## config.mk

```make
export PLATFORM = sky130hd
export DESIGN_NAME = systolic_feed_sequencer
export DESIGN_NICKNAME = d
export VERILOG_FILES = /design/src/rtl/systolic_feed_sequencer.sv
export SDC_FILE = /design/constraint.sdc
export NUM_CORES = 1
export LEC_CHECK = 0
export CAP_MARGIN = 20
export CORE_AREA = 2 2 128 130
export DETAILED_ROUTE_END_ITERATION = 16
export DIE_AREA = 0 0 130 132
export PLACE_DENSITY = 0.86
export SLEW_MARGIN = 20
export SYNTH_ARGS = -nofsm -noshare
export SYNTH_HDL_FRONTEND = slang
export SYNTH_SLANG_ARGS = --single-unit
```

## constraint.sdc

```tcl
create_clock -name CLK -period 7.75 [get_ports CLK]
set_clock_uncertainty 0.2 [all_clocks]
set_input_delay 1.9375 -clock CLK [delete_from_list [all_inputs] [get_ports CLK]]
set_output_delay 1.9375 -clock CLK [all_outputs]
set_load 0.005 [all_outputs]
```

## src/rtl/systolic_feed_sequencer.sv

```systemverilog
// systolic_feed_sequencer
// Feeds one GEMM tile into the systolic array. The weight rows go first. Then
// each input row goes in together with its partial-sum row. All rows come from
// a scratchpad read port that allows one outstanding request. After the last
// row the block waits for the array to drain, then pulses gemm_complete.
// Optional build macro: SEQ_PSUM_ZERO_EN adds cmd_zero_psum. When it is set,
// the partial-sum reads are skipped and zero partials are fed for that tile.
module systolic_feed_sequencer #(
   parameter int DIM = 4,
   parameter int DW  = 16,
   parameter int AW  = 10
) (
   input  logic                    CLK,
   input  logic                    nrst,
   input  logic                    cmd_valid,
   output logic                    cmd_ready,
   input  logic [AW-1:0]           cmd_w_base,
   input  logic [AW-1:0]           cmd_i_base,
   input  logic [AW-1:0]           cmd_p_base,
`ifdef SEQ_PSUM_ZERO_EN
   input  logic                    cmd_zero_psum,
`endif
   output logic                    sp_ren,
   output logic [AW-1:0]           sp_raddr,
   input  logic                    sp_rvalid,
   input  logic [DIM*DW-1:0]       sp_rdata,
   output logic                    weight_en,
   output logic                    input_en,
   output logic                    partial_en,
   output logic [$clog2(DIM)-1:0]  row_in_en,
   output logic [$clog2(DIM)-1:0]  row_ps_en,
   output logic [DIM*DW-1:0]       array_in,
   output logic [DIM*DW-1:0]       array_in_partials,
   input  logic                    fifo_has_space,
   input  logic                    drained,
   output logic                    busy,
   output logic                    gemm_complete
);

   localparam int RW  = $clog2(DIM);
   localparam int RDW = DIM * DW;

   // IP_WAIT holds an input/partial pair until the array FIFO has room.
   // The FIFO is checked the cycle before the IP_WR strobe. Because of this,
   // the strobes are decoded from state alone and no combinational path
   // exists from fifo_has_space to any output.
   typedef enum logic [3:0] {
      ST_IDLE    = 4'd0,
      ST_W_RD    = 4'd1,
      ST_W_WR    = 4'd2,
      ST_I_RD    = 4'd3,
      ST_P_RD    = 4'd4,
      ST_IP_WAIT = 4'd5,
      ST_IP_WR   = 4'd6,
      ST_DRAIN   = 4'd7,
      ST_DONE    = 4'd8
   } state_t;

   state_t          state_r, state_s;
   logic [RW-1:0]   row_r, row_s;
   logic [AW-1:0]   w_base_r, i_base_r, p_base_r;
   logic [RDW-1:0]  in_buf_r, ps_buf_r;
   logic            accept_s, last_row_s, ld_in_s, ld_ps_s, zero_s;

   assign accept_s   = cmd_valid & (state_r == ST_IDLE);
   assign last_row_s = (row_r == RW'(DIM - 1));

`ifdef SEQ_PSUM_ZERO_EN
   logic zero_r;

   // Zero-partials request, captured together with the command
   always_ff @(posedge CLK or negedge nrst) begin
      if (!nrst) begin
         zero_r <= 1'b0;
      end else if (accept_s) begin
         zero_r <= cmd_zero_psum;
      end
   end

   assign zero_s = zero_r;
`else
   assign zero_s = 1'b0;
`endif

   // State, row counter, latched command bases and operand row buffers
   always_ff @(posedge CLK or negedge nrst) begin
      if (!nrst) begin
         state_r  <= ST_IDLE;
         row_r    <= '0;
         w_base_r <= '0;
         i_base_r <= '0;
         p_base_r <= '0;
         in_buf_r <= '0;
         ps_buf_r <= '0;
      end else begin
         state_r <= state_s;
         row_r   <= row_s;
         if (accept_s) begin
            w_base_r <= cmd_w_base;
            i_base_r <= cmd_i_base;
            p_base_r <= cmd_p_base;
         end
         if (ld_in_s) begin
            in_buf_r <= sp_rdata;
         end
         if (ld_ps_s) begin
            ps_buf_r <= sp_rdata;
         end
      end
   end

   // Next-state, row advance and buffer capture decisions
   always_comb begin
      state_s = state_r;
      row_s   = row_r;
      ld_in_s = 1'b0;
      ld_ps_s = 1'b0;
      case (state_r)
         ST_IDLE: begin
            if (accept_s) begin
               state_s = ST_W_RD;
               row_s   = '0;
            end else begin
               state_s = ST_IDLE;
            end
         end
         ST_W_RD: begin
            if (sp_rvalid) begin
               ld_in_s = 1'b1;
               state_s = ST_W_WR;
            end else begin
               state_s = ST_W_RD;
            end
         end
         ST_W_WR: begin
            if (last_row_s) begin
               row_s   = '0;
               state_s = ST_I_RD;
            end else begin
               row_s   = row_r + RW'(1);
               state_s = ST_W_RD;
            end
         end
         ST_I_RD: begin
            if (sp_rvalid) begin
               ld_in_s = 1'b1;
               if (!zero_s) begin
                  state_s = ST_P_RD;
               end else if (fifo_has_space) begin
                  state_s = ST_IP_WR;
               end else begin
                  state_s = ST_IP_WAIT;
               end
            end else begin
               state_s = ST_I_RD;
            end
         end
         ST_P_RD: begin
            if (sp_rvalid) begin
               ld_ps_s = 1'b1;
               if (fifo_has_space) begin
                  state_s = ST_IP_WR;
               end else begin
                  state_s = ST_IP_WAIT;
               end
            end else begin
               state_s = ST_P_RD;
            end
         end
         ST_IP_WAIT: begin
            if (fifo_has_space) begin
               state_s = ST_IP_WR;
            end else begin
               state_s = ST_IP_WAIT;
            end
         end
         ST_IP_WR: begin
            if (last_row_s) begin
               state_s = ST_DRAIN;
            end else begin
               row_s   = row_r + RW'(1);
               state_s = ST_I_RD;
            end
         end
         ST_DRAIN: begin
            if (drained) begin
               state_s = ST_DONE;
            end else begin
               state_s = ST_DRAIN;
            end
         end
         ST_DONE: begin
            state_s = ST_IDLE;
         end
         default: begin
            state_s = ST_IDLE;
            row_s   = '0;
         end
      endcase
   end

   // Output decode from registered state, row counter and buffers only
   always_comb begin
      cmd_ready         = 1'b0;
      busy              = 1'b1;
      sp_ren            = 1'b0;
      sp_raddr          = '0;
      weight_en         = 1'b0;
      input_en          = 1'b0;
      partial_en        = 1'b0;
      row_in_en         = '0;
      row_ps_en         = '0;
      array_in          = '0;
      array_in_partials = '0;
      gemm_complete     = 1'b0;
      case (state_r)
         ST_IDLE: begin
            cmd_ready = 1'b1;
            busy      = 1'b0;
         end
         ST_W_RD: begin
            sp_ren   = 1'b1;
            sp_raddr = w_base_r + AW'(row_r);
         end
         ST_W_WR: begin
            weight_en = 1'b1;
            row_in_en = row_r;
            array_in  = in_buf_r;
         end
         ST_I_RD: begin
            sp_ren   = 1'b1;
            sp_raddr = i_base_r + AW'(row_r);
         end
         ST_P_RD: begin
            sp_ren   = 1'b1;
            sp_raddr = p_base_r + AW'(row_r);
         end
         ST_IP_WR: begin
            input_en   = 1'b1;
            partial_en = 1'b1;
            row_in_en  = row_r;
            row_ps_en  = row_r;
            array_in   = in_buf_r;
            if (zero_s) begin
               array_in_partials = '0;
            end else begin
               array_in_partials = ps_buf_r;
            end
         end
         ST_DONE: begin
            gemm_complete = 1'b1;
         end
         default: begin
            busy = 1'b1;
         end
      endcase
   end

endmodule
```

Word level (Yosys, flattened, before mapping)
Cells that the tools add are included.

Latch bits: 0. Bits in writable memories: 0. Logic and storage cells: 57. Flip-flop bits (word level): 164. Output and inout port bits: 149. Memories kept: 0. Bits of input ports: 100. Memory bits (read-only): 0.

Divide/modulo/power cells: 0. Magnitude comparators: 0. Shift-type cells: 0. Mux-type cells: 27. Multipliers: 0. $add $sub $neg: 4. Bitwise gates (word level): 2. Equal/unequal tests: 11. Reductions and logical operators: 6.

Operators by type and width (number): 64-bit two-way mux (2); 4-bit case mux with 8 select lines (1); 10-bit by 2-bit adder with 10-bit output (3); 10-bit case mux with 3 select lines (1); 4-bit by 3-bit == test with 1-bit output, second input constant (4); 2-bit two-way mux (8); 1-bit two-way mux (10); 4-bit by 2-bit == test with 1-bit output, second input constant (2); 4-bit two-way mux (2); 2-bit case mux with 4 select lines (1); 3-bit two-way mux (2); 6-bit OR reduction (1); 4-bit by 1-bit == test with 1-bit output, second input constant (1); 4-bit == test, second input constant (1); 4-bit zero test (1); 2-bit != test, second input constant (2); 2-bit OR reduction (2); 3-bit AND reduction (1); 3-bit OR reduction (1); 2-bit by 1-bit adder with 2-bit output, second input constant (1); 2-bit == test, second input constant (1); 1-bit bitwise AND (1); 1-bit NOT (1).

Depth between registers and ports, before layout
Gate-level depths: netlist of the first run.

Word-level depth: 4. Mapped depth: 12.

Worst setup path after synthesis of the first run
No wires, ideal clock.

Path kind: register -> output. From: reg state_r[3]. To: out sp_raddr[6]. Data arrival time: 2.243 ns. Cell stages (with the launch flop): 11. Slack: 3.370 ns. Path through: dfrtp_1 buf_6 nor4b_4 a22oi_1 nand2_1 ha_1 inv_1 fa_1 nor4_2 xor2_1 nor2_1.

Longest elaborated chain between the ends: 2. Elaborated cells on any way between the ends: 4. Those cells by class: eq/ne (3); mux (1).

RTL lines: start, declared (RTL line 59) `state_t state_r, state_s;`; start signal, assigned (RTL line 96) `state_r <= state_s;`; 4-bit by 3-bit == test with 1-bit output, or another cell as far along (RTL line 216) `case (state_r)`; 10-bit case mux with 3 select lines * (RTL line 216); end, declared (RTL line 24) `output logic [AW-1:0] sp_raddr,`.

Mark *: on every way between the ends. The rest lies on a longest branch, timed or not.

Worst setup path after layout of the first run
From: reg state_r[2]. To: out sp_raddr[4].

The elaborated chain is that of the path after synthesis.

==> summary.txt, run 1 <==
Run status
  • Status: complete, no violations

Logic synthesis
  • Sequential area share after synthesis: 0.518
  • Adder-Cell Fraction of Synth Area: 0.00727
  • Most frequent cells after synthesis: 164 x dfrtp_1, 159 x mux2_2, 131 x and2_1
  • Mapped Area: 7920 um^2
  • Ys flop type: dfrtp_1
  • Synth top area share: 0.518
  • #FFs+latches synth: 164
  • Post-synth cell types: 51
  • Total of warnings raised by yosys: 0
  • Largest family of logic cells by synthesized area: multiplexers
  • Post-Synth XOR/XNOR Area: 0.00442
  • Cell count after synthesis: 644
  • Yosys top cell by area: dfrtp_1
  • Syn Nets: 748
  • Post-synth EDFFs: 0
  • Top post-synthesis cells by area: dfrtp_1 52%, mux2_2 23%, and2_1 10%, buf_2 1.1%, nor2_1 0.95%
  • Top-count cell post-synth: dfrtp_1
  • Compound-gate portion of the synthesized area: 0.0409
  • Simple-gate area share of the yosys netlist: 0.168
  • Mux contribution to synthesized area: 0.229
  • Async SR Flop Fraction: 1.00
  • Syn Area/Cell: 12.3 um^2

CTS
  • Post-CTS setup buffer count: 0
  • CTS root buf: clkbuf_16
  • Clock Tree Buf Depth: 2
  • CTS tree: done
  • CTS buffer count: 17
  • Clock Pin Slew Worst Setup and Hold Paths: 60 ps
  • Worst-Skew Late Latency: 420 ps
  • CTS Hold Bufs: 0
  • Clk sinks: 164
  • # resized after CTS: 0
  • H-Tree Depth: 4

Floorplanning
  • Area of the die: 17,200 um^2
  • Die X-Extent: 130 um
  • Starting density of the core: 0.504
  • Die Ht: 132 um
  • Rows: 46
  • CORE AREA: 15,700 um^2
  • IO Pins: 249

Setup path
  • Setup crit end kind: primary output
  • Critical path type: reg2out
  • Reg2reg end: ps_buf_r[16]$_DFFE_PN0P_
  • R2R setup slack: 4500 ps
  • Crit path DAT: 4100 ps
  • Crit path required time: 5610 ps
  • R2R Path Start: state_r[2]$_DFF_PN0_
  • Critical path startpoint category: flip-flop
  • Crit-path max FO: 36
  • Cell count of the worst reg-to-reg path: 4

Pwr
  • NetSw: 1.25 mW
  • P_int: 2.71 mW
  • Logic pwr share: 0.387
  • Leak pwr: 4.59 nW
  • Clk pwr share: 0.216
  • Worst vdd ir: 181 uV
  • Seq pwr share: 0.397
  • Net Sw Frac: 0.316
  • Pwr Total: 3.96 mW
  • PwrDens: 357 nW/um^2

STA
  • Worst Tran Pin Value: 948 ps
  • Setup TNS Final: 0 ps
  • Max Clk Rate: 160 MHz
  • Rel. slew slack: 0.368
  • Period utilization: 0.805
  • Final Setup Violations: 0
  • Fin. Hold Viols: 0
  • Min Hold Slack: 295 ps
  • Max-slew violation count: 0
  • Tmin final: 6240 ps
  • RSZ-0062 raised after global routing: no

Placement
  • Placed Cells: 1,071
  • DP Wirelength: 13,800 um
  • Gpl congestion: 0.873
  • Port Buffer Count: 248

Layout
  • Finished Layout Cells: 1,103
  • Layout area overhead: 40.3%
  • Core Util, Final: 0.707
  • Layout cells sized above 1: 0.242
  • Layout Nets: 978
  • FILL cells: 1,124
  • Ant diodes: 0

Min path
  • Hold path depth: 1
  • Worst min path class: reg2reg
  • Hold Path End: ps_buf_r[33]$_DFFE_PN0P_
  • Min-delay src: ps_buf_r[33]$_DFFE_PN0P_

Global route
  • Initial antenna violation count: 0
  • Tot GR Track Use: 0.240
  • Largest net degree at the start of global routing: 86
  • Vias in the first global route: 6,178
  • GRT overflow: 0
  • First-pass GRT wire length: 32,300 um

Drt
  • Final ANT Viol Nets: 0
  • Iteration-0 DRC Markers: 299
  • Remaining DRCs: 0
  • Vias per cell: 5.27
  • Pre-antenna DRT Iters: 4
  • Routed vias: 5,812
  • Total Routed Length: 20,300 um
  • Drt wl/cell: 18.4 um

Job
  • Max Cap Viol: 0
-- layout by cell type, fill, tap and decap left out, drive strengths merged, types with 10 or more instances in the layout --
| cell | netlist | layout |
|---|---|---|
| and2 | 131 | 131 |
| a21oi | 18 | 18 |
| clkbuf | 16 | 19 |
| nor3 | 10 | 10 |
| o21ai | 10 | 10 |
| mux2 | 159 | 159 |
| inv | 8 | 13 |
| nand2 | 17 | 17 |
| dfrtp | 164 | 164 |
| clkdlybuf4s50 | 0 | 247 |
| nor2 | 21 | 21 |
-- state kept, by name (all words and copies together), names as in the netlist --
name / cells
in_buf_r: 64
ps_buf_r: 64
i_base_r: 10
p_base_r: 10
w_base_r: 10
state_r: 4
row_r: 2
-- worst max path at each step --
stage / start / slack [ps] / to / depth (start not counted)
2_1_floorplan: state_r[3]$_DFF_PN0_ / 3370 / sp_raddr[6] / 10
3_5_place_dp: state_r[2]$_DFF_PN0_ / 2010 / sp_raddr[4] / 11
4_1_cts: state_r[2]$_DFF_PN0_ / 1540 / sp_raddr[4] / 11
3_3_place_gp: state_r[2]$_DFF_PN0_ / 2080 / sp_raddr[4] / 11
5_1_grt: state_r[2]$_DFF_PN0_ / 1230 / sp_raddr[4] / 11
6_report: state_r[2]$_DFF_PN0_ / 1510 / sp_raddr[4] / 11
-- cell families (layout without fill, tap and decap cells) --
group,Yosys count,after routing
flip-flops,164,164
buffers and inverters,51,294
AND/OR/NAND/NOR,214,214
AO/OA/AOI/OAI,46,46
adder cells (fa/ha/maj),4,4
XOR/XNOR,4,4
multiplexers,161,161
-- worst max-delay path, stage by stage, from the launching register on --
cell and delay, ps:
dfrtp_1 950, and4bb_4 360, nor2_2 370, nand2_1 100, nand2_1 90, ha_1 160
inv_1 60, fa_1 460, nor3b_1 230, o21ai_0 110, a211oi_1 240, clkdlybuf4s50_1 540
-- final cells by class --
cell class | count | area [um^2] | share of cell area
inverters | 8 | 30.0 | 0.00270
clock buffers | 19 | 453 | 0.0408
flip-flops and latches | 164 | 4100 | 0.369
multi-input cells | 429 | 3580 | 0.322
well taps | 216 | 270 | 0.0243
clock inverters | 13 | 146 | 0.0132
repair buffers | 254 | 2530 | 0.228
-- power by group through the flow --
stage / clock network (mW) / registers (mW) / logic [mW]
after floorplan: 0 / 1.45 / 1.04
after global placement: 0 / 1.55 / 1.49
after detailed placement: 0 / 1.58 / 1.54
after CTS: 0.874 / 1.57 / 1.55
after global routing: 0.901 / 1.63 / 1.67
final: 0.856 / 1.57 / 1.53
-- through the flow --
stage / area, um^2 / setup WS, ps
2_1_floorplan: 7920 / 3370
3_3_place_gp: 10500 / 2080
3_5_place_dp: 10500 / 2010
4_1_cts: 11100 / 1540
5_1_grt: 11100 / 1230
6_report: 11100 / 1510
-- per-layer routing --
layer	part of all wire	track usage	vias to the layer above
met4	0.025	0.0902	0
li1	-	-	2677
met5	0	0	-
met3	0.094	0.0917	44
met1	0.41	0.294	2875
met2	0.47	0.386	216
Power figures use the tool's default switching activity.
==> run 2: changes to the inputs <==
--- a/config.mk
+++ b/config.mk
@@ -6,10 +6,10 @@
 export NUM_CORES = 1
 export LEC_CHECK = 0
 export CAP_MARGIN = 20
-export CORE_AREA = 2 2 128 130
+export CORE_AREA = 2 2 133 135
 export DETAILED_ROUTE_END_ITERATION = 16
-export DIE_AREA = 0 0 130 132
-export PLACE_DENSITY = 0.86
+export DIE_AREA = 0 0 135 137
+export PLACE_DENSITY = 0.8
 export SLEW_MARGIN = 20
 export SYNTH_ARGS = -nofsm -noshare
 export SYNTH_HDL_FRONTEND = slang
==> constraint.sdc (replaced) <==
create_clock -name CLK -period 6 [get_ports CLK]
set_clock_uncertainty 0.2 [all_clocks]
set_input_delay 1.5 -clock CLK [delete_from_list [all_inputs] [get_ports CLK]]
set_output_delay 1.5 -clock CLK [all_outputs]
set_load 0.005 [all_outputs]
==> run 2 against run 1 <==
Effect of this change:
- die area increased by 7.8%
- sequential share of layout area decreased by 0.062 points
- design area rose by 0.17%
- non-clock buffer count is 8 higher
- critical endpoint is now sp_raddr[8]
- largest power group is now combinational cells
==> summary.txt, run 2 (same netlist as run 1, synthesis figures left out) <==
Setup path
  • R2R setup slack: 3170 ps
  • Crit path required time: 4300 ps
  • Cell count of the worst reg-to-reg path: 4
  • Setup crit end kind: primary output
  • Crit-path max FO: 16
  • R2R Path Start: state_r[3]$_DFF_PN0_
  • Critical path startpoint category: flip-flop
  • Crit path DAT: 3810 ps
  • Critical path type: reg2out
  • Reg2reg end: ps_buf_r[0]$_DFFE_PN0P_

Placement
  • DP Area: 10,600 um^2
  • DP Wirelength: 14,200 um
  • Placed Cells: 1,088
  • Gpl congestion: 0.797
  • Setup WS pre-CTS: 939 ps
  • Port Buffer Count: 248

Drt
  • Drt wl/cell: 18.2 um
  • Vias per cell: 5.15
  • Top Metal Used: met4
  • Routed vias: 5,768
  • Pre-antenna DRT Iters: 4
  • Remaining DRCs: 0
  • DR WL met2: 9590 um
  • Iteration-0 DRC Markers: 310
  • Met3 WL post-DR: 1840 um
  • Final ANT Viol Nets: 0
  • Total Routed Length: 20,300 um
  • Met1 WL: 8600 um

Min path
  • Hold path depth: 1
  • Hold Path End: in_buf_r[42]$_DFFE_PN0P_
  • Min-delay src: in_buf_r[42]$_DFFE_PN0P_
  • Worst min path class: reg2reg

Layout
  • Layout area overhead: 40.5%
  • Most common cell after layout, fill and taps aside: clkdlybuf4s50_1
  • Layout Nets: 986
  • Post-route cell area: 11,100 um^2
  • Most frequent cells in the layout: 247 x clkdlybuf4s50_1, 164 x dfrtp_1, 159 x mux2_2, 131 x and2_1, 18 x nor2_1
  • Finished Layout Cells: 1,119
  • Layout cells sized above 1: 0.245
  • FILL cells: 1,344
  • Ant diodes: 0
  • Largest registers: in_buf_r (64), ps_buf_r (64)

CTS
  • Clock Tree Buf Depth: 2
  • CTS buffer count: 17
  • Post-CTS setup buffer count: 0
  • CTS root buf: clkbuf_16
  • Clock Pin Slew Worst Setup and Hold Paths: 60 ps
  • Worst-Skew Late Latency: 420 ps
  • CTS Hold Bufs: 0
  • # resized after CTS: 0
  • CTS tree: done
  • H-Tree Depth: 4
  • Clk sinks: 164

Floorplanning
  • Area of the die: 18,500 um^2
  • IO Pins: 249
  • Die X-Extent: 135 um
  • CORE AREA: 17,100 um^2
  • Starting density of the core: 0.464
  • Rows: 48
  • Die Ht: 137 um

Pwr
  • Worst vdd ir: 263 uV
  • PwrDens: 453 nW/um^2
  • Pwr Total: 5.04 mW
  • Leak pwr: 4.59 nW

STA
  • Max Clk Rate: 182 MHz
  • Setup TNS Final: 0 ps
  • Setup ws final: 491 ps
  • Tmin final: 5510 ps
  • Max-slew violation count: 0
  • Rel. slew slack: 0.465
  • Fin. Hold Viols: 0
  • Worst Tran Pin Value: 802 ps
  • Period utilization: 0.918
  • RSZ-0062 raised after global routing: no
  • Final Setup Violations: 0

Run status
  • Status: complete, no violations

Global route
  • Tot GR Track Use: 0.224
  • Largest net degree at the start of global routing: 88
  • First-pass GRT wire length: 31,700 um
  • Initial antenna violation count: 0
  • GRT overflow: 0
  • Vias in the first global route: 5,929

Job
  • Max Cap Viol: 0
-- run 2: metal layers --
metal / track usage / vias up
li1: - / 2691
met1: 0.281 / 2849
met2: 0.356 / 204
met3: 0.0907 / 24
met4: 0.0735 / 0
met5: 0 / -
-- run 2: area by class of cell --
| class | instances | area, um^2 | area share |
|---|---|---|---|
| Clock buffer | 21 | 450 | 0.0405 |
| Clock inverter | 10 | 100 | 0.00899 |
| Inverter | 8 | 30.0 | 0.00270 |
| Multi-Input combinational cell | 429 | 3580 | 0.321 |
| Sequential cell | 164 | 4100 | 0.369 |
| Tap cell | 225 | 282 | 0.0253 |
| Timing Repair Buffer | 262 | 2590 | 0.233 |
-- run 2: worst max path at each step --
stage	from	endpoint	slack, ps	cells after the start
3_3_place_gp	state_r[3]$_DFF_PN0_	sp_raddr[4]	1000	11
3_5_place_dp	state_r[3]$_DFF_PN0_	sp_raddr[4]	940	11
4_1_cts	state_r[3]$_DFF_PN0_	sp_raddr[4]	480	11
2_1_floorplan	state_r[3]$_DFF_PN0_	sp_raddr[6]	2060	10
6_report	state_r[3]$_DFF_PN0_	sp_raddr[8]	490	11
5_1_grt	state_r[3]$_DFF_PN0_	sp_raddr[8]	180	11
-- run 2: through the flow --
| step | hold slack, ps | util |
|---|---|---|
| after floorplan | 271 | - |
| after global placement | 279 | 0.620 |
| after detailed placement | 285 | 0.620 |
| after CTS | 299 | 0.653 |
| after global routing | 311 | 0.653 |
| final | 296 | 0.653 |
-- run 2: where the power goes --
group | switching [mW] | total (mW) | internal [mW]
Combinational | 0.835 | 2.05 | 1.21
Clock | 0.442 | 1.03 | 0.583
Sequential | 0.302 | 1.97 | 1.67
Total | 1.58 | 5.04 | 3.46
-- run 2: critical path, stage by stage, from the launching register on --
cell	delay, ps
dfrtp_1	760
and4bb_4	310
nor2_2	370
nand2_1	100
nand2_1	80
ha_1	170
inv_1	60
fa_1	460
nor3_1	360
nand4_1	140
nand2_1	90
clkdlybuf4s50_1	490
